===== src/rtl/sar_seq_pkg.sv =====
// SAR sequencer shared definitions:
// FSM state codes, OSR codes, datapath widths and helpers.
package sar_seq_pkg;

  localparam int DATA_W = 8;
  localparam int ACC_W  = 11;
  localparam int CNT_W  = 4;

  typedef logic [2:0] state_t;

  localparam state_t S_IDLE      = 3'd0;
  localparam state_t S_ISSUE     = 3'd1;
  localparam state_t S_WAIT      = 3'd2;
  localparam state_t S_ACCUM     = 3'd3;
  localparam state_t S_CAL_ISSUE = 3'd4;
  localparam state_t S_CAL_WAIT  = 3'd5;

  localparam logic [1:0] OSR_1 = 2'd0;
  localparam logic [1:0] OSR_2 = 2'd1;
  localparam logic [1:0] OSR_4 = 2'd2;
  localparam logic [1:0] OSR_8 = 2'd3;

  function automatic logic [CNT_W-1:0] osr_n(
    input logic [1:0] code
  );
    return CNT_W'(1) << code;
  endfunction

  function automatic logic [DATA_W-1:0] avg_of(
    input logic [ACC_W-1:0] acc,
    input logic [1:0]       code
  );
    return DATA_W'(acc >> code);
  endfunction

endpackage


===== src/rtl/sar_seq_if.sv =====
// SAR sequencer bus: conversion handshake toward the SAR
// logic and the averaged-sample output stream.
interface sar_seq_if;
  import sar_seq_pkg::*;

  logic              adc_en;
  logic              adc_cal;
  logic              adc_valid;
  logic [DATA_W-1:0] adc_result;
  logic              out_valid;
  logic              out_ready;
  logic [DATA_W-1:0] out_data;

  modport master (
    output adc_en,
    output adc_cal,
    input  adc_valid,
    input  adc_result,
    output out_valid,
    input  out_ready,
    output out_data
  );

  modport slave (
    input  adc_en,
    input  adc_cal,
    output adc_valid,
    output adc_result,
    input  out_valid,
    output out_ready,
    input  out_data
  );

endinterface


===== src/rtl/sar_seq_fifo.sv =====
// Output FIFO for averaged samples with a registered head
// word; a push into an empty FIFO appears one cycle later.
module sar_seq_fifo #(
  parameter int WIDTH = 8,
  parameter int DEPTH = 4
) (
  input  logic             clk,
  input  logic             rstn,
  input  logic             push,
  input  logic [WIDTH-1:0] din,
  input  logic             pop,
  output logic             full,
  output logic             empty,
  output logic [WIDTH-1:0] head
);
  import sar_seq_pkg::*;

  localparam int AW = $clog2(DEPTH);

  logic [WIDTH-1:0] mem [DEPTH];
  logic [AW-1:0]    wr_ptr;
  logic [AW-1:0]    rd_ptr;
  logic [AW:0]      count;
  logic             do_rd;
  logic             do_wr;
  logic [AW-1:0]    rd_nxt;
  logic [AW:0]      left;

  assign empty  = (count == '0);
  assign full   = (count == (AW+1)'(DEPTH));
  assign do_rd  = pop & ~empty;
  assign do_wr  = push & (~full | do_rd);
  assign rd_nxt = rd_ptr + AW'(do_rd);
  assign left   = count - (AW+1)'(do_rd);

  always_ff @(posedge clk) begin
    if (do_wr) mem[wr_ptr] <= din;
  end

  always_ff @(posedge clk or negedge rstn) begin
    if (!rstn) begin
      wr_ptr <= '0;
      rd_ptr <= '0;
      count  <= '0;
      head   <= '0;
    end else begin
      if (do_wr) wr_ptr <= wr_ptr + AW'(1);
      rd_ptr <= rd_nxt;
      count  <= left + (AW+1)'(do_wr);
      // head must track the entry that will be oldest after this cycle
      if (left == '0) begin
        if (do_wr) head <= din;
      end else begin
        head <= mem[rd_nxt];
      end
    end
  end

endmodule


===== src/rtl/sar_sequencer.sv =====
// SAR conversion sequencer: oversampled averaging, comparator
// trim calibration, timeout abort and output FIFO.
module sar_sequencer
  import sar_seq_pkg::*;
#(
  parameter int TIMEOUT_CYC = 63,
  parameter int FIFO_DEPTH  = 4
) (
  input  logic       clk,
  input  logic       rstn,
  input  logic       run,
  input  logic       cal_req,
  input  logic [1:0] osr,
  input  logic       flag_clr,
  sar_seq_if.master  bus,
  output logic       busy,
  output logic       cal_done,
  output logic       overrun,
  output logic       timeout
);

  localparam int TW = $clog2(TIMEOUT_CYC + 1);

  state_t             state;
  logic [ACC_W-1:0]   acc;
  logic [CNT_W-1:0]   cnt;
  logic [1:0]         osr_q;
  logic [TW-1:0]      tcnt;
  logic               cal_pend;
  logic               waiting;
  logic               tmo_hit;
  logic               tmo_evt;
  logic               done;
  logic               pop;
  logic               full;
  logic               empty;
  logic               ovr_evt;
  logic [DATA_W-1:0]  avg;
  logic [DATA_W-1:0]  head;

  assign waiting = (state == S_WAIT) || (state == S_CAL_WAIT);
  assign tmo_hit = (tcnt == TW'(TIMEOUT_CYC - 1));
  assign tmo_evt = waiting & ~bus.adc_valid & tmo_hit;
  assign done    = (state == S_ACCUM) && (cnt == osr_n(osr_q));
  assign avg     = avg_of(acc, osr_q);
  assign pop     = bus.out_valid & bus.out_ready;
  assign ovr_evt = done & full & ~pop;

  assign bus.adc_en    = (state == S_ISSUE) || (state == S_CAL_ISSUE);
  assign bus.adc_cal   = (state == S_CAL_ISSUE);
  assign bus.out_valid = ~empty;
  assign bus.out_data  = head;
  assign busy          = (state != S_IDLE);

  always_ff @(posedge clk or negedge rstn) begin
    if (!rstn) begin
      state    <= S_IDLE;
      acc      <= '0;
      cnt      <= '0;
      osr_q    <= OSR_1;
      tcnt     <= '0;
      cal_pend <= 1'b0;
      cal_done <= 1'b0;
    end else begin
      cal_done <= 1'b0;
      if (cal_req) cal_pend <= 1'b1;
      unique case (state)
        S_IDLE: begin
          if (cal_pend | cal_req) begin
            cal_pend <= 1'b0;
            state    <= S_CAL_ISSUE;
          end else if (run) begin
            osr_q <= osr;
            acc   <= '0;
            cnt   <= '0;
            state <= S_ISSUE;
          end
        end
        S_ISSUE: begin
          tcnt  <= '0;
          state <= S_WAIT;
        end
        S_WAIT: begin
          if (bus.adc_valid) begin
            acc   <= acc + ACC_W'(bus.adc_result);
            cnt   <= cnt + CNT_W'(1);
            state <= S_ACCUM;
          end else if (tmo_hit) begin
            acc   <= '0;
            cnt   <= '0;
            state <= S_IDLE;
          end else begin
            tcnt <= tcnt + TW'(1);
          end
        end
        S_ACCUM: begin
          state <= done ? S_IDLE : S_ISSUE;
        end
        S_CAL_ISSUE: begin
          tcnt  <= '0;
          state <= S_CAL_WAIT;
        end
        S_CAL_WAIT: begin
          if (bus.adc_valid) begin
            cal_done <= 1'b1;
            state    <= S_IDLE;
          end else if (tmo_hit) begin
            state <= S_IDLE;
          end else begin
            tcnt <= tcnt + TW'(1);
          end
        end
        default: state <= S_IDLE;
      endcase
    end
  end

  // a flag event in the same cycle as flag_clr keeps the flag set
  always_ff @(posedge clk or negedge rstn) begin
    if (!rstn) begin
      overrun <= 1'b0;
      timeout <= 1'b0;
    end else begin
      overrun <= ovr_evt | (overrun & ~flag_clr);
      timeout <= tmo_evt | (timeout & ~flag_clr);
    end
  end

  sar_seq_fifo #(
    .WIDTH (DATA_W),
    .DEPTH (FIFO_DEPTH)
  ) u_fifo (
    .clk   (clk),
    .rstn  (rstn),
    .push  (done),
    .din   (avg),
    .pop   (pop),
    .full  (full),
    .empty (empty),
    .head  (head)
  );

endmodule


===== src/flat_wrapper.sv =====
// flat-port wrapper written by rule: the top's interface ports become plain ports
module sar_sequencer_flat import sar_seq_pkg::*;
#(
  parameter int TIMEOUT_CYC = 63,
  parameter int FIFO_DEPTH  = 4
)
  (clk, rstn, run, cal_req, osr, flag_clr, busy, cal_done, overrun, timeout, bus_adc_en, bus_adc_cal, bus_adc_valid, bus_adc_result, bus_out_valid, bus_out_ready, bus_out_data);
  sar_seq_if bus_i ();
  input  logic clk;
  input  logic rstn;
  input  logic run;
  input  logic cal_req;
  input  logic [1:0] osr;
  input  logic flag_clr;
  output logic busy;
  output logic cal_done;
  output logic overrun;
  output logic timeout;
  output wire logic [$bits(bus_i.adc_en)-1:0] bus_adc_en;
  output wire logic [$bits(bus_i.adc_cal)-1:0] bus_adc_cal;
  input wire logic [$bits(bus_i.adc_valid)-1:0] bus_adc_valid;
  input wire logic [$bits(bus_i.adc_result)-1:0] bus_adc_result;
  output wire logic [$bits(bus_i.out_valid)-1:0] bus_out_valid;
  input wire logic [$bits(bus_i.out_ready)-1:0] bus_out_ready;
  output wire logic [$bits(bus_i.out_data)-1:0] bus_out_data;
  assign bus_adc_en = bus_i.adc_en;
  assign bus_adc_cal = bus_i.adc_cal;
  assign bus_i.adc_valid = bus_adc_valid;
  assign bus_i.adc_result = bus_adc_result;
  assign bus_out_valid = bus_i.out_valid;
  assign bus_i.out_ready = bus_out_ready;
  assign bus_out_data = bus_i.out_data;
  sar_sequencer #(.TIMEOUT_CYC(TIMEOUT_CYC), .FIFO_DEPTH(FIFO_DEPTH)) u_core (.clk(clk), .rstn(rstn), .run(run), .cal_req(cal_req), .osr(osr), .flag_clr(flag_clr), .bus(bus_i), .busy(busy), .cal_done(cal_done), .overrun(overrun), .timeout(timeout));
endmodule

===== config.mk =====
export PLATFORM = sky130hd
export DESIGN_NAME = sar_sequencer_flat
export DESIGN_NICKNAME = d
export VERILOG_FILES = /design/src/rtl/sar_seq_pkg.sv /design/src/rtl/sar_seq_if.sv /design/src/rtl/sar_seq_fifo.sv /design/src/rtl/sar_sequencer.sv /design/src/flat_wrapper.sv
export SDC_FILE = /design/constraint.sdc
export NUM_CORES = 1
export LEC_CHECK = 0
export ABC_AREA = 1
export CORE_MARGIN = 3
export CORE_UTILIZATION = 45
export CTS_CLUSTER_SIZE = 12
export DETAILED_ROUTE_END_ITERATION = 8
export PLACE_DENSITY_LB_ADDON = 0.1
export SLEW_MARGIN = 20
export SYNTH_ARGS = -nofsm -noshare
export SYNTH_HDL_FRONTEND = slang
export SYNTH_HIERARCHICAL = 1
export SYNTH_SLANG_ARGS = --single-unit

===== constraint.sdc =====
create_clock -name clk -period 4.7 [get_ports clk]
set_input_delay 0.705 -clock clk [delete_from_list [all_inputs] [get_ports clk]]
set_output_delay 0.705 -clock clk [all_outputs]
set_load 0.05 [all_outputs]

* Word level (Yosys, flattened, before mapping)
Memories as Yosys holds them, arrays and structs flattened.
Index checks and enable logic that the tools add are counted.
** Cells by class
- Mux-type cells :: 29
- Reductions and logical operators :: 14
- Divide/modulo/power cells :: 0
- Magnitude comparators :: 0
- Multipliers :: 0
- Bitwise gates (word level) :: 19
- Shifts and indexed selects :: 2
- Add/subtract/negate cells :: 7
- Equality and inequality tests :: 15
** Operators by type and width (count)
- $mux W11 :: 4
- $pmux W11 S2 :: 1
- $pmux W3 S6 :: 1
- $mux W4 :: 4
- $mux W8 :: 2
- $mux W3 :: 5
- $mux W6 :: 2
- $pmux W6 S2 :: 1
- $add A11 B8 Y11 :: 1
- $shr A11 B2 Y8 :: 1
- $ne A2 B2 Y1 const B :: 5
- $and A1 B1 Y1 :: 9
- $eq A3 B3 Y1 const B :: 3
- $logic_not A3 Y1 :: 3
- $mux W1 :: 8
- $pmux W4 S2 :: 1
- $add A6 B1 Y6 const B :: 1
- $eq A3 B2 Y1 const B :: 2
- $eq A6 B6 Y1 const B :: 1
- $ne A3 B2 Y1 const B :: 2
- $not A1 Y1 :: 6
- $reduce_and A3 Y1 :: 2
- $add A4 B1 Y4 const B :: 1
- $eq A4 B4 Y1 :: 1
- 13 further kinds :: 19
** Storage, ports and cells
- Memories :: 1
- Register bits after elaboration :: 45
- Bits in latches :: 0
- Memory bits (writable) :: 32
- Word-level logic and storage cells :: 100
- Memory bits (read-only) :: 0
** Memories
- u_core.u_fifo.mem :: words 4, bits a word 8, read ports 1, clocked after memory_dff 0, write ports 1, RTL line sar_seq_fifo.sv:20 : logic [WIDTH-1:0] mem [DEPTH];

* Depth between registers and ports, before layout
Gate-level depths: netlist (run 1).
- Word-level depth :: 8
- Gate-level depth with buffers :: 14

* Modules after synthesis
Netlist (run 1), hierarchy kept.
** By module, submodules not included
- sar_seq_fifo :: area an instance 2172.1 µm², instances 1, cells an instance 226, seq. area each 1336.3 µm²
- sar_sequencer :: area an instance 2117.0 µm², instances 1, cells an instance 291, seq. area each 750.7 µm²

* Worst setup path after synthesis (run 1)
OpenSTA, ideal clock, no wires.
- Path kind :: register -> register
- Start :: register u_core.osr_q[1]
- End :: memory u_core.u_fifo.mem[0][0] (enable)
- Setup slack :: 2.543 ns
- Arrival time :: 1.786 ns
- Stages on the path, launching flop included :: 9
- Library setup time :: 0.371 ns
- Path buffers :: 2
- Required time :: 4.329 ns
- Cells stage by stage :: dfrtp_1 > buf_2 > nor2_1 > xnor2_1 > nand3_1 > nor3_1 > nand2_2 > buf_4 > nor2_1
** On the way
- Word-level cells in the longest chain between the ends :: 6
** RTL lines
- start: declaration :: RTL line sar_sequencer.sv:27 : logic [1:0] osr_q;
- start signal: assignment :: RTL line sar_sequencer.sv:73 : osr_q <= osr;
- $shl A1 B2 Y4 :: RTL line sar_seq_pkg.sv:26 : return CNT_W'(1) << code;
- $eq A4 B4 Y1 :: RTL line sar_sequencer.sv:44 : assign done = (state == S_ACCUM) && (cnt == osr_n(osr_q));
- $logic_and A1 B1 Y1 :: RTL line sar_sequencer.sv:44
- net u_core.done :: RTL line sar_sequencer.sv:33 : logic done;
- $and A1 B1 Y1 :: RTL line sar_seq_fifo.sv:32 : assign do_wr = push & (~full | do_rd);
- $mux W1 :: RTL line sar_seq_fifo.sv:37 : if (do_wr) mem[wr_ptr] <= din;
- $mux W1 (not written as such) :: RTL line sar_seq_fifo.sv:37
- end: declaration :: RTL line sar_seq_fifo.sv:20
The timed path passes the listed nets, and every way through them passes these cells.

* Final worst setup path (run 1)
- Start :: register u_core.state[0]
- End :: output port bus_adc_en
** On the way
- Word-level cells in the longest chain between the ends :: 2
- Elaborated cells between the ends (all ways) :: 3
- Those cells by class :: 2 x eq/ne; 1 x reduce/logical
** RTL lines
- start: declaration :: RTL line sar_sequencer.sv:24 : state_t state;
- start signal: assignment :: RTL line sar_sequencer.sv:97 : state <= done ? S_IDLE : S_ISSUE;
- $eq A3 B1 Y1 or $eq A3 B3 Y1 (tied branches) :: RTL line sar_sequencer.sv:49 : assign bus.adc_en = (state == S_ISSUE) || (state == S_CAL_ISSUE);
- $logic_or A1 B1 Y1 (*) :: RTL line sar_sequencer.sv:49
- end: declaration :: RTL line flat_wrapper.sv:19 : output wire logic [$bits(bus_i.adc_en)-1:0] bus_adc_en;
Mark *: on every way between the ends. The rest lies on a longest branch, timed or not.

==> flow_metrics.py, run 1 <==
metrics = {
    "status": {
        "status": "finished clean",
    },
    "synth": {
        "ys_ff_latch": 77,
        "synthCells": 517,
        "synth.net_count": 555,
        "syn_avg_cell_area_um2": 8.296,
        "ys_seq_area_frac": 0.4866,
        "ys_warn_count": 6,
        "ys_types": 37,
        "syn_area_um2": 4289,
    },
    "floorplan": {
        "core_area_um2": 8976,
        "ios": 32,
        "die_w_um": 103.6,
        "die_y_um": 103.6,
        "die-area_um2": 10740,
        "num_rows": 34,
        "start_util": 0.4778,
    },
    "clocking": {
        "cts_tree": "built",
        "cts_setup_buffers": 0,
        "clk_latency_ps": 350,
        "htreeDepth": 3,
        "path_clk_slew_ps": 80,
        "clk_path_buf_depth": 2,
        "cts_root_buffer": "clkbuf_8",
        "cts.sinks": 77,
        "cts_hold_buffers": 0,
        "cts.repair.resized": 0,
        "cts_made_buffers": 9,
    },
    "sta": {
        "finalHoldViolations": 0,
        "fmax_ghz": 0.3653,
        "fin_tns_setup_ps": 0,
        "min_period_ps": 2737,
        "slew_headroom": 0.5188,
        "setup_slack_ps": 1963,
        "fin_crit_sh": 0.5824,
        "rsz0062_at_grt": "false",
        "slew_viol_final": 0,
        "fin_hold_ws_ps": 345.1,
        "fin_worst_skew_ps": 11.59,
        "finalSetupViolCount": 0,
        "tightest_slew_ps": 719.2,
    },
    "setup_path": {
        "worstSetupEndpointType": "output pin",
        "worstPathArrival_ps": 2030,
        "crit_type": "flop to output pin",
        "cp.required_ps": 3990,
        "crit_fanout": 5,
        "r2r_slack_ps": 1980,
        "setup.worst_path.start_class": "flop",
    },
    "finish": {
        "final_util": 0.5424,
        "final_layout_size_suffix_gt1_frac": 0.07220,
        "antennaDiodeCount": 0,
        "nets": 587,
        "syn2layout_area_growth_pct": 13.51,
    },
    "place": {
        "gp_congestion": 0.8194,
        "dp_slack_ps": 1869,
        "io_buffers": 31,
        "place_hpwl_mm": 6.575,
    },
    "hold_path": {
        "hold_class": "input port to asynchronous set/reset pin",
    },
    "global_route": {
        "grt_pass1_vias": 3268,
        "groute.usage.overall": 0.1704,
        "grt-ovfl-total": 0,
        "grt_pass1_wl_mm": 15.11,
        "antenna_found_initial": 0,
        "grt_max_degree": 46,
    },
    "detailed_routing": {
        "first_iter_violations": 141,
        "via_count": 3355,
        "ant_nets": 0,
        "viasPerCell": 4.934,
        "drc": 0,
        "drt_pass1_iterations": 5,
        "drt-total-wl_mm": 8.709,
        "wl_per_cell_um": 12.81,
    },
    "pwr": {
        "finalPower_w": 0.003050,
        "power.density_nw_per_um2": 626.4,
        "vdd_drop_max_uv": 214.1,
        "p_leak_nw": 2.297,
    },
    "flow_run": {
        "cap_violations": 0,
    },
}
[through the flow]
| stage | std cells | instance area [um2] |
|---|---|---|
| 2_1_floorplan | 517 | 4289 |
| 3_5_place_dp | 664 | 4679 |
| 4_1_cts | 680 | 4866 |
| 3_3_place_gp | 664 | 4679 |
| 6_report | 680 | 4868 |
| 5_1_grt | 680 | 4868 |
[layer usage]
metal / global-route usage / wire (um) / share of wire
met1: 0.2152 / 3980 / 0.46
met2: 0.2925 / 4279 / 0.49
met3: 0.02923 / 301 / 0.035
met4: 0.06553 / 147 / 0.017
met5: 0 / 0 / 0
[final timing paths]
kind	from	end	cells after the start
min in group clk	u_core/timeout	u_core/timeout	1
hold / removal	rstn	u_core/u_fifo/head[2]	1
hold reg to reg	u_core/timeout	u_core/timeout	1
setup / recovery	u_core/state[0]	bus_adc_en	4
max in group asynchronous	rstn	u_core/acc[5]	1
setup reg to reg	u_core/osr_q[1]	u_core/u_fifo/mem[2][4]	8
[state kept, by name, summed over array words and instances, names as in the netlist]
name,flops
u_core/acc,11
u_core/cal_done,1
u_core/cal_pend,1
u_core/cnt,4
u_core/osr_q,2
u_core/overrun,1
u_core/state,3
u_core/tcnt,6
u_core/timeout,1
u_core/u_fifo/count,3
u_core/u_fifo/head,8
u_core/u_fifo/mem,32
u_core/u_fifo/rd_ptr,2
u_core/u_fifo/wr_ptr,2
[power by group]
group | total (W) | internal (W) | switching (W)
logic | 0.00153 | 0.000510 | 0.00102
clock network | 0.000475 | 0.000238 | 0.000238
registers | 0.00104 | 0.000892 | 0.000151
total | 0.00305 | 0.00164 | 0.00141
[worst max-delay path, cell delays in order (launching register included)]
cell             delay (ps)
dfrtp_1                 450
nor2_1                  150
nand2_1                 120
nand2_1                 140
clkdlybuf4s50_1         820
[Yosys cell counts (all sizes together)]
library cell  number  share of area
nand2            178           0.16
inv               67          0.059
nand3             49          0.066
nor2              48          0.046
dfrtp             45           0.26
edfxtp            32           0.22
ha                20          0.058
o21ai             20          0.023
a21oi             13          0.016
buf                8          0.015
xor2               7          0.014
o221ai             5          0.010
xnor2              5          0.010
nor3               4         0.0058
o22ai              3         0.0044
clkbuf             2         0.0020
nand4              2         0.0029
o211ai             2         0.0035
a21boi             1         0.0018
a22o               1         0.0020
a32o               1         0.0023
fa                 1         0.0047
mux2i              1         0.0023
o21bai             1         0.0018
o31ai              1         0.0018
[cell families (layout without fill, tap and decap cells)]
| group | after synthesis | after routing | synth area share |
|---|---|---|---|
| and+or+nand+nor | 281 | 281 | 0.2809 |
| DFF | 77 | 77 | 0.4866 |
| buffers and inverters | 77 | 114 | 0.07555 |
| AOI/OAI and AO/OA | 48 | 48 | 0.06710 |
| adders and majority gates | 21 | 21 | 0.06301 |
| xor gates and xnor gates | 12 | 12 | 0.02450 |
| muxes | 1 | 1 | 0.002334 |
[placed cells by master (no fill, tap or decap), types with 7 or more instances in the layout]
cell and instances:
nand2_1 172, inv_1 57, nor2_1 47, dfrtp_1 45
nand3_1 43, edfxtp_1 32, clkdlybuf4s50_1 30, ha_1 20
o21ai_0 18, a21oi_1 12, clkbuf_8 10, inv_2 10
xor2_1 7
[cell type report]
type	instances	area [um2]
fill	848	4108
timing repair buffer	31	307.8
clock inverter	3	16.27
sequential	77	2087
inverter	67	251.5
tap	126	157.7
multi-input combinational	363	1878
clock buffer	13	170.2
No activity file was read; power rests on OpenSTA's default activity.
==> inputs of run 2 (changes only) <==
- clock period: 4.7 -> 2.55 ns (I/O delays scaled with it)
==> run 2 against run 1 <==
Effect of this change: final area is 2.4% higher; worst hold slack better by 140 ps; power is 87% higher; critical path depth unchanged; sequential power up 83%; highest routed layer unchanged; global-route usage up 0.20 points; setup slack got worse by 1800 ps; non-clock buffer count increased by 14; register-to-register slack got worse by 1600 ps.
==> flow_metrics.py, run 2 (synthesis results as in run 1) <==
metrics = {
    "status": {
        "status": "finished clean",
    },
    "hold_path": {
        "holdCritStartpoint": "u_core/overrun",
        "hold_class": "flop to flop",
        "hold_path_end": "u_core/overrun",
        "worstHoldPathCells": 2,
    },
    "finish": {
        "fillCellCount": 827,
        "final_layout_size_suffix_gt1_frac": 0.09507,
        "largest_register_ff_count": 32,
        "fin_area_um2": 4985,
        "max_flop_register": "u_core/u_fifo/mem",
        "syn2layout_area_growth_pct": 16.22,
        "nets": 601,
        "mostFrequentLayoutCell": "nand2_1",
        "layout_common_cells": "nand2_1 (172), inv_1 (57), nor2_1 (47)",
        "antennaDiodeCount": 0,
        "top_regs": "u_core/u_fifo/mem: 32 flops, u_core/acc: 11 flops, u_core/u_fifo/head: 8 flops",
    },
    "global_route": {
        "groute.usage.overall": 0.1724,
        "grt_pass1_wl_mm": 15.28,
        "antenna_found_initial": 0,
        "grt_max_degree": 46,
        "grt_pass1_vias": 3300,
        "grt-ovfl-total": 0,
    },
    "pwr": {
        "power.density_nw_per_um2": 1144,
        "vdd_drop_max_uv": 474.7,
        "p_leak_nw": 2.368,
        "finalPower_w": 0.005705,
        "p_clk_frac": 0.149,
        "switchingPower_w": 0.002635,
        "p_sw_frac": 0.4618,
        "pwr-share-seq": 0.333,
        "p_int_w": 0.003070,
        "power_frac_comb": 0.518,
    },
    "sta": {
        "fin_tns_setup_ps": 0,
        "fmax_ghz": 0.4149,
        "fin_worst_skew_ps": 14.96,
        "min_period_ps": 2410,
        "fin_crit_sh": 0.9453,
        "rsz0062_at_grt": "false",
        "slew_viol_final": 0,
        "finalSetupViolCount": 0,
        "slew_headroom": 0.5576,
        "tightest_slew_ps": 656.6,
        "finalHoldViolations": 0,
    },
    "clocking": {
        "path_clk_slew_ps": 80,
        "cts_tree": "built",
        "cts.sinks": 77,
        "htreeDepth": 3,
        "clk_latency_ps": 340,
        "clk_path_buf_depth": 2,
        "cts_root_buffer": "clkbuf_8",
        "cts_made_buffers": 9,
        "cts_setup_buffers": 0,
    },
    "floorplan": {
        "core_area_um2": 8976,
        "die_w_um": 103.6,
        "die_y_um": 103.6,
        "start_util": 0.4778,
        "num_rows": 34,
        "die-area_um2": 10740,
        "ios": 32,
    },
    "setup_path": {
        "cpMostUsedCell": "nand2_1",
        "worstPathArrival_ps": 2030,
        "slowest_stage": "clkdlybuf4s50_1",
        "critical-path-top-delay-family": "buffers and inverters",
        "cp.required_ps": 2170,
        "crit_type": "flop to output pin",
        "crit_chain": "nor2_1 -> nand2_1 -> nand2_1 -> clkdlybuf4s50_1",
        "max_stage_delay_ps": 820,
        "setup.worst_path.start_class": "flop",
        "r2r_slack_ps": 350,
        "r2r_cells": 12,
        "r2r-end": "u_core/u_fifo/head[3]",
        "r2r-start": "u_core/u_fifo/count[2]",
        "worstSetupEndpointType": "output pin",
        "crit_buf_inv": 1,
        "crit_fanout": 5,
    },
    "detailed_routing": {
        "drt_pass1_iterations": 4,
        "viasPerCell": 4.870,
        "drc": 0,
        "drt-total-wl_mm": 8.476,
        "wl_per_cell_um": 12.21,
        "via_count": 3380,
        "first_iter_violations": 162,
        "ant_nets": 0,
    },
    "place": {
        "gp_congestion": 0.7964,
        "dpl_cell_area_um2": 4790,
        "io_buffers": 31,
        "place_hpwl_mm": 6.546,
    },
    "flow_run": {
        "cap_violations": 0,
    },
}
[run 2: cell types whose count changed in the layout (fill, tap and decap cells not counted)]
cell / delta
buf_4: +11
clkinv_2: -2
clkinv_4: +2
buf_12: +1
buf_2: +1
clkbuf_1: -1
clkbuf_16: -1
clkbuf_8: +1
dlygate4sd3_1: +1
inv_4: +1
[run 2: worst max-delay path by stage]
stage | endpoint | cells past startpoint | from | slack (ps)
floorplan | u_core/u_fifo/mem[0][0] | 8 | u_core/osr_q[1] | 390
global placement | u_core/u_fifo/head[7] | 13 | bus_out_ready | 230
detailed placement | u_core/u_fifo/head[3] | 13 | bus_out_ready | 160
CTS | bus_adc_en | 4 | u_core/state[0] | 110
global route | bus_adc_en | 4 | u_core/state[1] | 8
finish | bus_adc_en | 4 | u_core/state[0] | 140
[run 2: repair_timing]
item	CTS	global route
hold endpoints to repair	12	0
gates resized for setup	0	0
hold buffers	1	0
endpoints found under the setup margin	0	0
[run 2: power by group through the flow]
stage	registers (W)	clock network (W)	logic, W
2_1_floorplan	0.00206	0	0.00209
3_3_place_gp	0.00192	0	0.00293
3_5_place_dp	0.00192	0	0.00298
4_1_cts	0.00190	0.000890	0.00299
5_1_grt	0.00195	0.000947	0.00338
6_report	0.00190	0.000850	0.00295
[run 2: cell type report]
type                            count  area [um2]  share of cell area
Tap cell                          126       157.7             0.03163
Inverter                           67       251.5             0.05045
Clock inverter                      4       30.03            0.006024
Sequential cell                    77        2087              0.4187
Clock buffer                       12       155.1             0.03112
Multi-Input combinational cell    363        1878              0.3768
Timing Repair Buffer               45       425.4             0.08534
[run 2: routing by layer]
| layer | vias up | global-route usage | routed length, um |
|---|---|---|---|
| met5 | - | 0 | 0 |
| met4 | 0 | 0.04653 | 138 |
| met3 | 11 | 0.04291 | 347 |
| met2 | 59 | 0.2855 | 4148 |
| met1 | 1551 | 0.2266 | 3840 |
| li1 | 1759 | - | - |
[run 2: stage by stage]
step	hold WS, ps	setup slack (ps)	instances	utilization
CTS	498.4	111.7	694	0.5553
detailed placement	384.5	157.8	677	0.5336
global placement	387.3	229.0	677	0.5336
floorplan	86.91	392.9	517	-
global route	537.8	7.548	694	0.5553
finish	487.6	139.5	694	0.5553
[run 2: worst min-delay path: stages (launching register included)]
cell	delay, ps
dfrtp_1	340
nand2_1	60
nand2_1	60
